## config.mk

```make
export PLATFORM = sky130hd
export DESIGN_NAME = sregs_mc_flat
export DESIGN_NICKNAME = d
export VERILOG_FILES = /design/src/rtl/sregs_mc_pkg.sv /design/src/rtl/sregs_mc_if.sv /design/src/rtl/sregs_mc_irq_ctl.sv /design/src/rtl/sregs_mc.sv /design/src/flat_wrapper.sv
export SDC_FILE = /design/constraint.sdc
export NUM_CORES = 1
export LEC_CHECK = 0
export ABC_AREA = 1
export CAP_MARGIN = 25
export CORE_MARGIN = 2
export CORE_UTILIZATION = 45
export DETAILED_ROUTE_END_ITERATION = 8
export GPL_TIMING_DRIVEN = 0
export HOLD_SLACK_MARGIN = 0.03
export PLACE_DENSITY = 0.73
export RECOVER_POWER = 100
export SLEW_MARGIN = 30
export SYNTH_ARGS = -nofsm -noshare
export SYNTH_HDL_FRONTEND = slang
export SYNTH_SLANG_ARGS = --single-unit
```

## constraint.sdc

```tcl
create_clock -name clk -period 12.2 [get_ports clk]
set_input_delay 3.05 -clock clk [delete_from_list [all_inputs] [get_ports clk]]
set_output_delay 3.05 -clock clk [all_outputs]
set_load 0.1 [all_outputs]
```

## src/rtl/sregs_mc_pkg.sv

```systemverilog
// Shared constants for the sregs_mc special-register block:
// register select map, MODE bit positions and the IRQ FSM states.
package sregs_pkg;

    localparam int SR_MODE      = 1;
    localparam int SR_BOOT      = 2;
    localparam int SR_IRQPC     = 3;
    localparam int SR_FLAGS     = 4;
    localparam int SR_MASK      = 5;
    localparam int SR_PEND      = 6;
    localparam int SR_DEPTH     = 7;
    localparam int SR_PAGE_BASE = 16;

    localparam int MODE_SUP     = 0;
    localparam int MODE_INA     = 1;
    localparam int MODE_IRQEN   = 2;
    localparam int MODE_PAGEOFF = 3;
    localparam int MODE_W       = 4;
    localparam int FLAGS_W      = 5;

    typedef enum logic {
        IRQ_IDLE,
        IRQ_TAKE
    } irq_state_e;

    function automatic int vec_w(input int n);
        return (n > 1) ? $clog2(n) : 1;
    endfunction

endpackage

```

## src/rtl/sregs_mc_if.sv

```systemverilog
// Bus bundle between sregs_mc and the decoder / PC unit.
// slave is the register block, master is its environment.
interface sregs_mc_if #(
    parameter int DATA_W = 16,
    parameter int PHYS_W = 20,
    parameter int IRQ_N  = 4
);
    import sregs_pkg::*;

    localparam int VEC_W = vec_w(IRQ_N);

    logic                sr_ie;
    logic [DATA_W-1:0]   sr_sel;
    logic [DATA_W-1:0]   sr_in;
    logic [DATA_W-1:0]   sr_out;
    logic                boot_commit;
    logic [IRQ_N-1:0]    irq_in;
    logic [DATA_W-1:0]   pc_in;
    logic                pc_ie;
    logic                pc_inc;
    logic                irq_take;
    logic [VEC_W-1:0]    irq_vec;
    logic                irq_ret;
    logic [DATA_W-1:0]   ret_pc;
    logic                boot_mode;
    logic                instr_mem_over;
    logic                irq_en;
    logic [FLAGS_W-1:0]  alu_flags_in;
    logic                alu_flags_ie;
    logic [FLAGS_W-1:0]  alu_flags;
    logic [DATA_W-1:0]   addr_in;
    logic [PHYS_W-1:0]   addr_out;

    modport slave (
        input  sr_ie, sr_sel, sr_in, boot_commit,
        input  irq_in, pc_in, pc_ie, pc_inc, irq_ret,
        input  alu_flags_in, alu_flags_ie, addr_in,
        output sr_out, irq_take, irq_vec, ret_pc,
        output boot_mode, instr_mem_over, irq_en,
        output alu_flags, addr_out
    );

    modport master (
        output sr_ie, sr_sel, sr_in, boot_commit,
        output irq_in, pc_in, pc_ie, pc_inc, irq_ret,
        output alu_flags_in, alu_flags_ie, addr_in,
        input  sr_out, irq_take, irq_vec, ret_pc,
        input  boot_mode, instr_mem_over, irq_en,
        input  alu_flags, addr_out
    );

endinterface

```

## src/rtl/sregs_mc_irq_ctl.sv

```systemverilog
// Interrupt controller: edge-latched pending bits, fixed priority
// (line 0 first), take/return FSM and the nested saved-PC stack.
module irq_ctl
    import sregs_pkg::*;
#(
    parameter int DATA_W     = 16,
    parameter int IRQ_N      = 4,
    parameter int NEST_DEPTH = 2,
    parameter int VEC_W      = 2,
    parameter int DEP_W      = 2
) (
    input  logic              clk,
    input  logic              rst,
    input  logic [IRQ_N-1:0]  irq_i,
    input  logic [IRQ_N-1:0]  mask_i,
    input  logic [IRQ_N-1:0]  clr_i,
    input  logic              ien_i,
    input  logic              sup_i,
    input  logic [DATA_W-1:0] pc_i,
    input  logic              pc_ie_i,
    input  logic              pc_inc_i,
    input  logic [DATA_W-1:0] tgt_i,
    input  logic              ret_i,
    input  logic              tos_we_i,
    output logic [IRQ_N-1:0]  pend_o,
    output logic [DEP_W-1:0]  depth_o,
    output logic [DATA_W-1:0] ret_pc_o,
    output logic              take_o,
    output logic [VEC_W-1:0]  vec_o,
    output logic              pop_o,
    output logic              pop_sup_o,
    output logic              pop_ien_o
);

    irq_state_e        state_q, state_d;
    logic [IRQ_N-1:0]  prev_q;
    logic [IRQ_N-1:0]  pend_q, pend_d;
    logic [IRQ_N-1:0]  req;
    logic [IRQ_N-1:0]  clr;
    logic [VEC_W-1:0]  vec_q, vec_d;
    logic [VEC_W-1:0]  pick;
    logic [DEP_W-1:0]  depth_q, depth_d;
    logic [DATA_W-1:0] spc_q [NEST_DEPTH];
    logic [DATA_W-1:0] spc_d [NEST_DEPTH];
    logic [NEST_DEPTH-1:0] ssup_q, ssup_d;
    logic [NEST_DEPTH-1:0] sien_q, sien_d;
    logic [DATA_W-1:0] push_pc;
    logic [DATA_W-1:0] top_pc;
    logic              top_sup;
    logic              top_ien;
    logic              take;
    logic              pop;

    assign req = pend_q & mask_i;

    // lowest enabled pending index wins
    always_comb begin
        pick = '0;
        for (int i = IRQ_N - 1; i >= 0; i--) begin
            if (req[i]) pick = VEC_W'(i);
        end
    end

    // top-of-stack view; zero when the stack is empty
    always_comb begin
        top_pc  = '0;
        top_sup = 1'b0;
        top_ien = 1'b0;
        for (int i = 0; i < NEST_DEPTH; i++) begin
            if (depth_q == DEP_W'(i + 1)) begin
                top_pc  = spc_q[i];
                top_sup = ssup_q[i];
                top_ien = sien_q[i];
            end
        end
    end

    // FSM next state; a return beats a new interrupt for one cycle
    always_comb begin
        state_d = state_q;
        vec_d   = vec_q;
        take    = 1'b0;
        pop     = ret_i && (depth_q != '0) && (state_q == IRQ_IDLE);
        case (state_q)
            IRQ_IDLE: begin
                if (!pop && ien_i && (|req) &&
                    (depth_q < DEP_W'(NEST_DEPTH))) begin
                    state_d = IRQ_TAKE;
                    vec_d   = pick;
                end
            end
            IRQ_TAKE: begin
                take    = 1'b1;
                state_d = IRQ_IDLE;
            end
            default: state_d = IRQ_IDLE;
        endcase
    end

    // pending latch, stack and depth next state; push beats a TOS write
    always_comb begin
        push_pc = pc_ie_i  ? tgt_i :
                  pc_inc_i ? pc_i + DATA_W'(1) : pc_i;
        clr     = clr_i;
        for (int i = 0; i < IRQ_N; i++) begin
            if (take && (vec_q == VEC_W'(i))) clr[i] = 1'b1;
        end
        pend_d  = (pend_q & ~clr) | (irq_i & ~prev_q);
        spc_d   = spc_q;
        ssup_d  = ssup_q;
        sien_d  = sien_q;
        depth_d = depth_q;
        if (take) begin
            for (int i = 0; i < NEST_DEPTH; i++) begin
                if (depth_q == DEP_W'(i)) begin
                    spc_d[i]  = push_pc;
                    ssup_d[i] = sup_i;
                    sien_d[i] = ien_i;
                end
            end
            depth_d = depth_q + DEP_W'(1);
        end else begin
            if (tos_we_i) begin
                for (int i = 0; i < NEST_DEPTH; i++) begin
                    if (depth_q == DEP_W'(i + 1)) spc_d[i] = tgt_i;
                end
            end
            if (pop) depth_d = depth_q - DEP_W'(1);
        end
    end

    // state registers
    always_ff @(posedge clk or posedge rst) begin
        if (rst) begin
            state_q <= IRQ_IDLE;
            prev_q  <= '0;
            pend_q  <= '0;
            vec_q   <= '0;
            depth_q <= '0;
            ssup_q  <= '0;
            sien_q  <= '0;
            for (int i = 0; i < NEST_DEPTH; i++) spc_q[i] <= '0;
        end else begin
            state_q <= state_d;
            prev_q  <= irq_i;
            pend_q  <= pend_d;
            vec_q   <= vec_d;
            depth_q <= depth_d;
            ssup_q  <= ssup_d;
            sien_q  <= sien_d;
            spc_q   <= spc_d;
        end
    end

    assign pend_o    = pend_q;
    assign depth_o   = depth_q;
    assign ret_pc_o  = top_pc;
    assign take_o    = take;
    assign vec_o     = vec_q;
    assign pop_o     = pop;
    assign pop_sup_o = top_sup;
    assign pop_ien_o = top_ien;

endmodule

```

## src/rtl/sregs_mc.sv

```systemverilog
// pcpu special-register block: MODE, boot latch, ALU flags,
// page table translation and the nested interrupt controller.
module sregs_mc
    import sregs_pkg::*;
#(
    parameter int DATA_W     = 16,
    parameter int PAGE_BITS  = 4,
    parameter int PHYS_W     = 20,
    parameter int IRQ_N      = 4,
    parameter int NEST_DEPTH = 2
) (
    input logic       clk,
    input logic       rst,
    sregs_mc_if.slave bus
);

    localparam int FRAME_W = PHYS_W - DATA_W + PAGE_BITS;
    localparam int NPAGE   = 1 << PAGE_BITS;
    localparam int OFF_W   = DATA_W - PAGE_BITS;
    localparam int VEC_W   = vec_w(IRQ_N);
    localparam int DEP_W   = $clog2(NEST_DEPTH + 1);

    logic [MODE_W-1:0]  mode_q, mode_d;
    logic               bootbuf_q, bootbuf_d;
    logic               boot_q, boot_d;
    logic [FLAGS_W-1:0] flags_q, flags_d;
    logic [IRQ_N-1:0]   mask_q, mask_d;
    logic [FRAME_W-1:0] frame_q [NPAGE];
    logic [FRAME_W-1:0] frame_d [NPAGE];

    logic               sup;
    logic [DATA_W-1:0]  page_off;
    logic               is_page;
    logic [PAGE_BITS-1:0] page_idx;
    logic               wr_mode, wr_boot, wr_tos, wr_flags;
    logic               wr_mask, wr_pend, wr_page;
    logic [IRQ_N-1:0]   pend_clr;
    logic [DATA_W-1:0]  rd;
    logic [PAGE_BITS-1:0] xl_page;

    logic [IRQ_N-1:0]   pend;
    logic [DEP_W-1:0]   depth;
    logic [DATA_W-1:0]  ret_pc;
    logic               take;
    logic [VEC_W-1:0]   vec;
    logic               pop;
    logic               pop_sup;
    logic               pop_ien;

    assign sup      = mode_q[MODE_SUP];
    assign page_off = bus.sr_sel - DATA_W'(SR_PAGE_BASE);
    assign is_page  = (bus.sr_sel >= DATA_W'(SR_PAGE_BASE)) &&
                      (page_off < DATA_W'(NPAGE));
    assign page_idx = page_off[PAGE_BITS-1:0];
    assign pend_clr = wr_pend ? bus.sr_in[IRQ_N-1:0] : '0;

    // write strobe decode; privileged targets need SUP
    always_comb begin
        wr_mode  = 1'b0;
        wr_boot  = 1'b0;
        wr_tos   = 1'b0;
        wr_flags = 1'b0;
        wr_mask  = 1'b0;
        wr_pend  = 1'b0;
        wr_page  = 1'b0;
        if (bus.sr_ie) begin
            case (bus.sr_sel)
                DATA_W'(SR_MODE):  wr_mode  = sup;
                DATA_W'(SR_BOOT):  wr_boot  = 1'b1;
                DATA_W'(SR_IRQPC): wr_tos   = sup;
                DATA_W'(SR_FLAGS): wr_flags = 1'b1;
                DATA_W'(SR_MASK):  wr_mask  = 1'b1;
                DATA_W'(SR_PEND):  wr_pend  = 1'b1;
                default:           wr_page  = is_page && sup;
            endcase
        end
    end

    // combinational read mux; unmapped selects read zero
    always_comb begin
        rd = '0;
        case (bus.sr_sel)
            DATA_W'(SR_MODE):  rd = DATA_W'(mode_q);
            DATA_W'(SR_BOOT):  rd = DATA_W'(bootbuf_q);
            DATA_W'(SR_IRQPC): rd = ret_pc;
            DATA_W'(SR_FLAGS): rd = DATA_W'(flags_q);
            DATA_W'(SR_MASK):  rd = DATA_W'(mask_q);
            DATA_W'(SR_PEND):  rd = DATA_W'(pend);
            DATA_W'(SR_DEPTH): rd = DATA_W'(depth);
            default: begin
                if (is_page) rd = DATA_W'(frame_q[page_idx]);
            end
        endcase
    end

    irq_ctl #(
        .DATA_W     (DATA_W),
        .IRQ_N      (IRQ_N),
        .NEST_DEPTH (NEST_DEPTH),
        .VEC_W      (VEC_W),
        .DEP_W      (DEP_W)
    ) u_irq (
        .clk       (clk),
        .rst       (rst),
        .irq_i     (bus.irq_in),
        .mask_i    (mask_q),
        .clr_i     (pend_clr),
        .ien_i     (mode_q[MODE_IRQEN]),
        .sup_i     (sup),
        .pc_i      (bus.pc_in),
        .pc_ie_i   (bus.pc_ie),
        .pc_inc_i  (bus.pc_inc),
        .tgt_i     (bus.sr_in),
        .ret_i     (bus.irq_ret),
        .tos_we_i  (wr_tos),
        .pend_o    (pend),
        .depth_o   (depth),
        .ret_pc_o  (ret_pc),
        .take_o    (take),
        .vec_o     (vec),
        .pop_o     (pop),
        .pop_sup_o (pop_sup),
        .pop_ien_o (pop_ien)
    );

    // register next state; take/return override SUP and IRQEN
    always_comb begin
        mode_d    = mode_q;
        bootbuf_d = bootbuf_q;
        boot_d    = boot_q;
        flags_d   = flags_q;
        mask_d    = mask_q;
        frame_d   = frame_q;
        if (wr_mode) mode_d = bus.sr_in[MODE_W-1:0];
        if (take) begin
            mode_d[MODE_SUP]   = 1'b1;
            mode_d[MODE_IRQEN] = 1'b0;
        end else if (pop) begin
            mode_d[MODE_SUP]   = pop_sup;
            mode_d[MODE_IRQEN] = pop_ien;
        end
        if (wr_boot) bootbuf_d = bus.sr_in[0];
        if (bus.boot_commit) boot_d = bootbuf_q;
        if (bus.alu_flags_ie) flags_d = bus.alu_flags_in;
        else if (wr_flags)    flags_d = bus.sr_in[FLAGS_W-1:0];
        if (wr_mask) mask_d = bus.sr_in[IRQ_N-1:0];
        if (wr_page) frame_d[page_idx] = bus.sr_in[FRAME_W-1:0];
    end

    // state registers; page table resets to identity
    always_ff @(posedge clk or posedge rst) begin
        if (rst) begin
            mode_q    <= MODE_W'(1);
            bootbuf_q <= 1'b1;
            boot_q    <= 1'b1;
            flags_q   <= '0;
            mask_q    <= '1;
            for (int i = 0; i < NPAGE; i++) frame_q[i] <= FRAME_W'(i);
        end else begin
            mode_q    <= mode_d;
            bootbuf_q <= bootbuf_d;
            boot_q    <= boot_d;
            flags_q   <= flags_d;
            mask_q    <= mask_d;
            frame_q   <= frame_d;
        end
    end

    assign xl_page = bus.addr_in[DATA_W-1 -: PAGE_BITS];

    assign bus.addr_out = mode_q[MODE_PAGEOFF] ?
                          PHYS_W'(bus.addr_in) :
                          {frame_q[xl_page], bus.addr_in[OFF_W-1:0]};

    assign bus.sr_out         = rd;
    assign bus.irq_take       = take;
    assign bus.irq_vec        = vec;
    assign bus.ret_pc         = ret_pc;
    assign bus.boot_mode      = boot_q;
    assign bus.instr_mem_over = mode_q[MODE_INA];
    assign bus.irq_en         = mode_q[MODE_IRQEN];
    assign bus.alu_flags      = flags_q;

endmodule

```

## src/flat_wrapper.sv

```systemverilog
// flat-port wrapper written by rule: the top's interface ports become plain ports
module sregs_mc_flat import sregs_pkg::*;
#(
    parameter int DATA_W     = 16,
    parameter int PAGE_BITS  = 4,
    parameter int PHYS_W     = 20,
    parameter int IRQ_N      = 4,
    parameter int NEST_DEPTH = 2
)
  (clk, rst, bus_sr_ie, bus_sr_sel, bus_sr_in, bus_boot_commit, bus_irq_in, bus_pc_in, bus_pc_ie, bus_pc_inc, bus_irq_ret, bus_alu_flags_in, bus_alu_flags_ie, bus_addr_in, bus_sr_out, bus_irq_take, bus_irq_vec, bus_ret_pc, bus_boot_mode, bus_instr_mem_over, bus_irq_en, bus_alu_flags, bus_addr_out);
  sregs_mc_if #(.DATA_W(DATA_W), .PHYS_W(PHYS_W), .IRQ_N(IRQ_N)) bus_i ();
  input logic clk;
  input logic rst;
  input wire logic [$bits(bus_i.sr_ie)-1:0] bus_sr_ie;
  input wire logic [$bits(bus_i.sr_sel)-1:0] bus_sr_sel;
  input wire logic [$bits(bus_i.sr_in)-1:0] bus_sr_in;
  input wire logic [$bits(bus_i.boot_commit)-1:0] bus_boot_commit;
  input wire logic [$bits(bus_i.irq_in)-1:0] bus_irq_in;
  input wire logic [$bits(bus_i.pc_in)-1:0] bus_pc_in;
  input wire logic [$bits(bus_i.pc_ie)-1:0] bus_pc_ie;
  input wire logic [$bits(bus_i.pc_inc)-1:0] bus_pc_inc;
  input wire logic [$bits(bus_i.irq_ret)-1:0] bus_irq_ret;
  input wire logic [$bits(bus_i.alu_flags_in)-1:0] bus_alu_flags_in;
  input wire logic [$bits(bus_i.alu_flags_ie)-1:0] bus_alu_flags_ie;
  input wire logic [$bits(bus_i.addr_in)-1:0] bus_addr_in;
  output wire logic [$bits(bus_i.sr_out)-1:0] bus_sr_out;
  output wire logic [$bits(bus_i.irq_take)-1:0] bus_irq_take;
  output wire logic [$bits(bus_i.irq_vec)-1:0] bus_irq_vec;
  output wire logic [$bits(bus_i.ret_pc)-1:0] bus_ret_pc;
  output wire logic [$bits(bus_i.boot_mode)-1:0] bus_boot_mode;
  output wire logic [$bits(bus_i.instr_mem_over)-1:0] bus_instr_mem_over;
  output wire logic [$bits(bus_i.irq_en)-1:0] bus_irq_en;
  output wire logic [$bits(bus_i.alu_flags)-1:0] bus_alu_flags;
  output wire logic [$bits(bus_i.addr_out)-1:0] bus_addr_out;
  assign bus_i.sr_ie = bus_sr_ie;
  assign bus_i.sr_sel = bus_sr_sel;
  assign bus_i.sr_in = bus_sr_in;
  assign bus_i.boot_commit = bus_boot_commit;
  assign bus_i.irq_in = bus_irq_in;
  assign bus_i.pc_in = bus_pc_in;
  assign bus_i.pc_ie = bus_pc_ie;
  assign bus_i.pc_inc = bus_pc_inc;
  assign bus_i.irq_ret = bus_irq_ret;
  assign bus_i.alu_flags_in = bus_alu_flags_in;
  assign bus_i.alu_flags_ie = bus_alu_flags_ie;
  assign bus_i.addr_in = bus_addr_in;
  assign bus_sr_out = bus_i.sr_out;
  assign bus_irq_take = bus_i.irq_take;
  assign bus_irq_vec = bus_i.irq_vec;
  assign bus_ret_pc = bus_i.ret_pc;
  assign bus_boot_mode = bus_i.boot_mode;
  assign bus_instr_mem_over = bus_i.instr_mem_over;
  assign bus_irq_en = bus_i.irq_en;
  assign bus_alu_flags = bus_i.alu_flags;
  assign bus_addr_out = bus_i.addr_out;
  sregs_mc #(.DATA_W(DATA_W), .PAGE_BITS(PAGE_BITS), .PHYS_W(PHYS_W), .IRQ_N(IRQ_N), .NEST_DEPTH(NEST_DEPTH)) u_core (.clk(clk), .rst(rst), .bus(bus_i));
endmodule
```

# After elaboration in Yosys (flattened, before gate mapping)
# Index checks and enable logic that the tools add are counted.
totals:
  register_bits: 192
  latch_bits: 0
  ramBits: 0
  rom_bits: 0
  input_bits: 81
  output_inout_bits: 63
  elab_cells: 156
  n_memories: 0
op_classes:
  n_addsub: 4
  mul: 0
  div: 0
  order_cmp: 6
  n_eq_ne: 14
  shifts: 0
  n_mux: 61
  bitwise: 9
  n_reduce_logical: 29
ops:
  columns: ["op", "count"]
  rows:
  - ["$bwmux W128", 1]
  - ["$mux W16", 8]
  - ["$pmux W16 S7", 1]
  - ["$bmux W8 S4", 2]
  - ["$eq A16 B3 Y1 const B", 4]
  - ["$mux W32", 2]
  - ["$mux W8", 6]
  - ["$demux W8 S4", 1]
  - ["$eq A16 B2 Y1 const B", 2]
  - ["$mux W1", 28]
  - ["$mux W20", 1]
  - ["$add A16 B1 Y16 const B", 1]
  - ["$eq A16 B1 Y1 const B", 1]
  - ["$ge A16 B5 Y1 const B", 1]
  - ["$lt A16 B5 Y1 const B", 1]
  - ["$sub A16 B5 Y16 const B", 1]
  - ["$and A4 B4 Y4", 3]
  - ["$logic_and A1 B1 Y1", 12]
  - ["$mux W2", 6]
  - ["$reduce_bool A2 Y1", 6]
  - ["$ge A5 B5 Y1 const B", 2]
  - ["$mux W5", 2]
  - ["$not A4 Y5", 2]
  - ["$not A4 Y4", 2]
  - ["19 further kinds", 27]

# Longest topological paths before layout
# Gate-level depths: netlist (run 1).
logic_depth:
  depth_word: 9
  mapped_depth: 12
  mapped_depth_nobuf: 11

# Cells and area by module
# Synthesis (run 1) repeated with hierarchy kept, for this count alone.
unflattened:
  hier_cells: 1512
  hier_area_um2: 11248.3
modules_own_cells:
  columns: ["mod", "n_inst", "cells_each", "area_each_um2"]
  rows:
  - ["sregs_mc", 1, 1119, 8379.3]
  - ["irq_ctl", 1, 393, 2869.0]

# Worst setup path before layout (run 1)
# No wires, ideal clock.
synth_path:
  path_kind: "input to output"
  start: "in bus_addr_in[12]"
  end: "out bus_addr_out[15]"
  t_arrival_ns: 6.042
  required_ns: 9.150
  setup_slack_ns: 3.108
  path_stages: 8
  path_cell_list: "clkbuf_1 clkinv_1 clkbuf_1 nand2_1 o21ai_0 o22ai_1 nor3_1 o21ai_0"
synth_between:
  elab_chain_len: 5
synth_lines:
  columns: ["element", "line_no", "source"]
  rows:
  - ["start, declared", "flat_wrapper.sv:25", "input wire logic [$bits(bus_i.addr_in)-1:0] bus_addr_in;"]
  - ["$not A4 Y5 (not written as such)", "sregs_mc.sv:173", "{frame_q[xl_page], bus.addr_in[OFF_W-1:0]};"]
  - ["$bmux W8 S4", "sregs_mc.sv:173", null]
  - ["$mux W8 (not written as such) (2 in a row)", "sregs_mc.sv:173", null]
  - ["$mux W20", "sregs_mc.sv:171", "assign bus.addr_out = mode_q[MODE_PAGEOFF] ?"]
  - ["end, declared", "flat_wrapper.sv:34", "output wire logic [$bits(bus_i.addr_out)-1:0] bus_addr_out;"]
# Every way passes these cells. The select of a mux whose other input is x is not followed.

# Final worst setup path (run 1)
layout_path:
  start: "in bus_sr_sel[0]"
  end: "out bus_sr_out[2]"
layout_between:
  elab_chain_len: 7
  elab_cells_between_ends: 17
  classes_between: "1 x add/sub; 2 x order compare; 7 x eq/ne; 5 x mux; 1 x bitwise; 1 x reduce/logical"
layout_lines:
  columns: ["element", "line_no", "source"]
  rows:
  - ["start, declared", "flat_wrapper.sv:15", "input wire logic [$bits(bus_i.sr_sel)-1:0] bus_sr_sel;"]
  - ["parallel branches: the longest is 6 deep, another holds $sub A16 B5 Y16", null, null]
  - ["$pmux W16 S7 *", "sregs_mc.sv:82", "case (bus.sr_sel)"]
  - ["end, declared", "flat_wrapper.sv:26", "output wire logic [$bits(bus_i.sr_out)-1:0] bus_sr_out;"]
# Mark *: on every way between the ends. The select of a mux whose other input is x is not followed.

==> out/metrics.cfg, run 1 <==
[timing]
hold_viol_final = 0
relSlewSlack = -2.275
layout_setup_ws_ns = 2.032
finalSetupViolCount = 0
fin_crit_ns = 10.17
period_share = 0.8334
setup_tns_ns = 0
tightest_slew_ns = 4.912
fin_skew_ns = 0.01230
rsz0062_at_grt = false
drv_slew = 197
fmax_ghz = 0.09835

[yosys]
yosysTopAreaCell = dfrtp_1
ys_top_cells_by_area = dfrtp_1 (32%), nand2_1 (17%), dfstp_2 (8.6%), nand4_1 (7.7%), nor2_1 (5.2%)
netlist_area_um2 = 11950
synth.area.mux_share = 0.0009421
synth-xor-area-share = 0.003664
yosys_warnings = 0
synth_fa_ha_area_frac = 0.004187
synthFlopType = dfrtp_1
syn-num-nets = 1790
synth_edf_count = 0
syn_inst = 1705
synth_compound_area_frac = 0.1100
synth_top_area_frac = 0.3203
ys_ff_latch = 192
async_flop_share = 1.000
ys_types = 39
synthSimpleGateAreaFrac = 0.3811
postSynthAreaPerCell_um2 = 7.010
synth-seq-area-share = 0.4061
synth_top_family_by_area = simple AND/OR/NAND/NOR gates

[worst_setup_path]
required_ns = 9.15
path_class = primary input to output port
worst_ep_arrival_time_ns = 7.12
crit_path_start_kind = primary input
crit_path_end_kind = output port
crit_fanout = 10

[grt]
grtUsageMet2 = 0.5938
met3_usage = 0.06535
grt_max_degree = 92
grt_pass1_wl_um = 77010
antenna_found_initial = 0
globalRouteOverflowTotal = 0
grt_pass1_vias = 12420
grt.busiest_layer = met2
use_met1 = 0.4831
gr-usage-all-layers = 0.3666

[clock_tree]
cts.htree.levels = 4
post_cts_buffers = 0
clock-sinks = 192
clockBufferDepth = 2
clkTransAtPathRegs_ns = 0.09
cts_buffers = 17
cts_tree = done
root_buffer = clkbuf_16
clkLatencyLatePin_ns = 0.46
post_cts_resized = 0
cts_hold_buf = 0

[floorplan]
die-area_um2 = 27880
core_um2 = 26060
start_util = 0.4587
pin_count = 144
dieHeight_um = 167.0
die_w_um = 167.0
fp-row-count = 59

[routing]
drtIter0Drc = 1483
routedWlPerCell_um = 23.20
via_per_inst = 5.900
drc = 0
num_vias = 12940
totalWireLength_um = 50900
first_pass_iters = 6
ant_nets = 0

[finish]
nFillCells = 2553
seq_area_um2 = 4853
final_common_cell = nand2_1
insertedDiodeCount = 0
fin_nets = 1931
multi_input_area_um2 = 5777
mostFrequentLayoutCells = nand2_1 (557), nor2_1 (172), nand4_1 (159)
syn2layout_area_growth_pct = 16.97
drive_gt1_frac = 0.07154

[run]
cap_violations = 3

[pwr]
power.leakage_uw = 0.006891
ir_worst_vdd_v = 0.0001819
p_per_area_nw_per_um2 = 132.2

[run_status]
violations = capacitance limit, slew limit
status = finished, violations left

[place]
place_hpwl_um = 37180
port_buffers = 120
dpl_worst_slack_ns = 2.352
gp_congestion = 1.013

[worst_hold_path]
hp-class = flop to flop

==> worst max-delay path, stage by stage <==
cell and delay [ns]:
dlygate4sd3_1 0.61, nand2_1 0.28, clkbuf_1 0.74, o22ai_1 0.17, o21ai_0 0.55, nand2_1 0.12, nor2_1 0.18, nand2_1 0.09
nand2_1 0.11, dlygate4sd3_1 1.21
==> where the power goes <==
group / total [uW] / switching [uW] / internal [uW]
combinational: 587 / 466 / 121
sequential: 666 / 13.8 / 653
clock: 595 / 314 / 281
==> stage by stage <==
stage | util | cell area, um^2 | hold WS, ns | instances | total power, uW
finish | 0.5365 | 13980 | 0.4306 | 2194 | 1848
CTS | 0.5468 | 14250 | 0.4347 | 2194 | 1861
detailed placement | 0.5233 | 13640 | 0.4197 | 2162 | 1276
global route | 0.5365 | 13980 | 0.4365 | 2194 | 1896
floorplan | - | 11950 | 0.4096 | 1705 | 1095
global placement | 0.5209 | 13570 | 0.4110 | 2160 | 1273
==> flip-flops by register name, summed over array words and instances (netlist names), 2 cells and up <==
register,count
u_core.u_irq.sien_q,2
u_core.u_irq.spc_q,32
u_core.u_irq.vec_o,2
u_core.mode_q,4
u_core.u_irq.depth_o,2
u_core.mask_q,4
u_core.u_irq.pend_o,4
u_core.u_irq.prev_q,4
u_core.bus.alu_flags,5
u_core.u_irq.ssup_q,2
u_core.frame_q,128
==> metal layers <==
layer	up-vias	routed length [um]	share of wire
met3	155	4355	0.086
met1	6123	20620	0.41
met2	737	23280	0.46
met4	0	2637	0.052
met5	-	0	0
li1	5929	-	-
==> final cells by class <==
type | instances | area share
multi-input combinational | 1250 | 0.4132
sequential | 192 | 0.3471
timing repair buffer | 122 | 0.08645
inverter | 151 | 0.04063
buffer | 112 | 0.03875
clock buffer | 17 | 0.03043
tap | 335 | 0.02998
clock inverter | 15 | 0.01342
==> Yosys cell counts, drive strengths merged (2+ instances only) <==
cell type,number
nand2,557
nor2,183
nand4,159
dfrtp,153
inv,149
o21ai,101
nand3,96
a21oi,59
clkbuf,58
buf,54
dfstp,39
o22ai,35
o211ai,18
or2,8
o221ai,7
a22oi,6
nor3,5
ha,4
xor2,4
a211oi,2
clkinv,2
==> logic make-up after synthesis <==
kind of cell	after synthesis
AND/OR/NAND/NOR	1009
flip-flops	192
buffers and inverters	263
adder cells (fa/ha/maj)	4
AO/OA/AOI/OAI	231
XOR/XNOR	5
multiplexers	1
==> worst paths after layout <==
| kind | slack, ns | cells past startpoint | from | to |
|---|---|---|---|---|
| hold / removal | 0.43 | 1 | u_core.u_irq.prev_q[0]$_DFF_PP0_ | u_core.u_irq.pend_o[0]$_DFF_PP0_ |
| min in group asynchronous | 3.50 | 2 | rst | u_core.frame_q[104]$_DFFE_PP0P_ |
| setup reg to reg | 9.42 | 6 | u_core.mode_q[0]$_DFFE_PP1P_ | u_core.u_irq.spc_q[18]$_DFFE_PP0P_ |
| max in group asynchronous | 3.33 | 3 | rst | u_core.frame_q[44]$_DFFE_PP0P_ |
| setup / recovery | 2.03 | 10 | bus_sr_sel[0] | bus_sr_out[2] |
| hold reg to reg | 0.43 | 1 | u_core.u_irq.prev_q[0]$_DFF_PP0_ | u_core.u_irq.pend_o[0]$_DFF_PP0_ |
(Power assumes the default switching activity.)
==> run 2, diff against run 1 <==
Settings changed: PLACE_DENSITY 0.73 to 0.75.
Clock period 12.2 ns to 8.8 ns, I/O delays scaled along.
==> out/metrics.cfg, run 2 (synthesized netlist as in run 1, its figures left out) <==
[run_status]
status = finished, violations left
violations = capacitance limit, slew limit

[routing]
drt-met1-wl_um = 19900  ; -3.5%
routedWlPerCell_um = 22.85  ; -1.5%
drtIter0Drc = 1490  ; +0.47%
ant_nets = 0  ; unchanged
top_layer_used = met4
wl_met2_um = 22590  ; -3.0%
met3_length_um = 5279  ; +21%
num_vias = 13130  ; +1.4%
drc = 0  ; unchanged
first_pass_iters = 9  ; +3
via_per_inst = 5.983  ; +1.4%
totalWireLength_um = 50120  ; -1.5%

[worst_setup_path]
path_cells = dlygate4sd3_1 > inv_1 > nand2_1 > clkbuf_1 > o22ai_1 > o21ai_0 > nand2_1 > nor2_1 > nand2_1 > nand2_1 > dlygate4sd3_1
required_ns = 6.60  ; -2.55 ns
crit_top_cell = nand2_1
startpoint = bus_sr_sel[1]
slowest_stage = dlygate4sd3_1
crit_fanout = 10  ; unchanged
r2r-start = u_core.mode_q[0]$_DFFE_PP1P_
path_class = primary input to output port
crit_path_start_kind = primary input
worst_ep_arrival_time_ns = 6.31  ; -0.81 ns
crit_path_end_kind = output port
cpPeakStageDelay_ns = 1.20  ; about the same

[timing]
drv_slew = 161  ; -18%
finalSetupViolCount = 0  ; unchanged
rsz0062_at_grt = false
tightest_slew_ns = 4.102  ; -0.8104 ns
fin_crit_ns = 8.511
setup_tns_ns = 0  ; unchanged
layout_setup_ws_ns = 0.2892  ; -1.743 ns
relSlewSlack = -1.735  ; +0.5403
fin_skew_ns = 0.01412  ; +0.001819 ns
period_share = 0.9671
fmax_ghz = 0.1175
hold_viol_final = 0  ; unchanged
holdWs_ns = 0.4306  ; +0.00007000 ns

[finish]
design_area_um2 = 13940  ; -0.27%
insertedDiodeCount = 0  ; unchanged
syn2layout_area_growth_pct = 16.65
multi_input_area_um2 = 5782  ; about the same
nFillCells = 2602  ; +1.9%
fin_nets = 1931  ; unchanged
largest_reg_flops = 128  ; unchanged
final_common_cell = nand2_1
mostFrequentLayoutCells = nand2_1 (556), nor2_1 (171), nand4_1 (159)
seq_area_um2 = 4853  ; unchanged
drive_gt1_frac = 0.07262  ; +0.001076
top_register = u_core.frame_q

[run]
cap_violations = 3  ; unchanged

[place]
place_hpwl_um = 36330  ; -2.3%
dpl_worst_slack_ns = 0.6865  ; -1.666 ns
gp_congestion = 0.9807  ; -3.2%
port_buffers = 120  ; unchanged
place_area_um2 = 13640  ; unchanged

[clock_tree]
clockBufferDepth = 2  ; unchanged
cts.htree.levels = 4  ; unchanged
clkTransAtPathRegs_ns = 0.08  ; about the same
clkLatencyLatePin_ns = 0.46  ; about the same
cts_hold_buf = 0  ; unchanged
cts_buffers = 17  ; unchanged
root_buffer = clkbuf_16
cts_tree = done
post_cts_resized = 0  ; unchanged
clock-sinks = 192  ; unchanged
post_cts_buffers = 0  ; unchanged

[pwr]
p_per_area_nw_per_um2 = 180.9  ; +37%
power.leakage_uw = 0.006877  ; -0.20%
ir_worst_vdd_v = 0.0002013  ; +11%

[grt]
gr-usage-all-layers = 0.3565  ; -0.01007
grt_pass1_vias = 12200  ; -1.8%
grt_max_degree = 89  ; -3.3%
antenna_found_initial = 0  ; unchanged
globalRouteOverflowTotal = 0  ; unchanged
grt_pass1_wl_um = 75070  ; -2.5%

[floorplan]
die_w_um = 167.0  ; unchanged
dieHeight_um = 167.0  ; unchanged
start_util = 0.4587  ; unchanged
core_um2 = 26060  ; unchanged
die-area_um2 = 27880  ; unchanged
fp-row-count = 59  ; unchanged
pin_count = 144  ; unchanged

[worst_hold_path]
hp-class = flop to flop
min_from = u_core.u_irq.prev_q[0]$_DFF_PP0_

[run 2: stage by stage]
| step | power [uW] | cells | util |
|---|---|---|---|
| after floorplan | 1518 | 1705 | - |
| after global placement | 1764 | 2160 | 0.5209 |
| after detailed placement | 1769 | 2162 | 0.5233 |
| after CTS | 2533 | 2194 | 0.5449 |
| after global routing | 2585 | 2194 | 0.5351 |
| final | 2522 | 2194 | 0.5351 |
[run 2: critical path: cells and delay by family]
kind            cells  cell delay, ns
buf+inv             4            2.57
compound gates      2            0.75
simple gates        5            0.76
[run 2: power breakdown]
part           leakage (uW)  switching, uW  internal (uW)
sequential          0.00241           18.6            905
combinational       0.00420            648            168
clock              0.000272            401            381
total               0.00688           1070           1450
[run 2: path summary, 6_finish.rpt]
kind                                                       to  slack [ns]  cells past startpoint
setup / recovery                                bus_sr_out[4]        0.29                     11
hold / removal               u_core.u_irq.pend_o[0]$_DFF_PP0_        0.43                      1
setup reg to reg           u_core.u_irq.spc_q[31]$_DFFE_PP0P_        6.05                      7
hold reg to reg              u_core.u_irq.pend_o[0]$_DFF_PP0_        0.43                      1
max in group asynchronous      u_core.frame_q[55]$_DFFE_PP0P_        1.60                      3
min in group asynchronous    u_core.u_irq.pend_o[1]$_DFF_PP0_        2.53                      2
[run 2: metal layers]
layer | vias up | track usage
met5 | - | 0
met4 | 0 | 0.1522
met3 | 149 | 0.07913
met2 | 833 | 0.5647
met1 | 6219 | 0.4716
li1 | 5926 | -
[run 2: area by class of cell]
class	instances	area share
Timing Repair Buffer	122	0.08713
Tap cell	335	0.03006
Inverter	151	0.04074
Multi-Input combinational cell	1250	0.4147
Sequential cell	192	0.3481
Clock buffer	19	0.03177
Buffer	112	0.03894
Clock inverter	13	0.008614
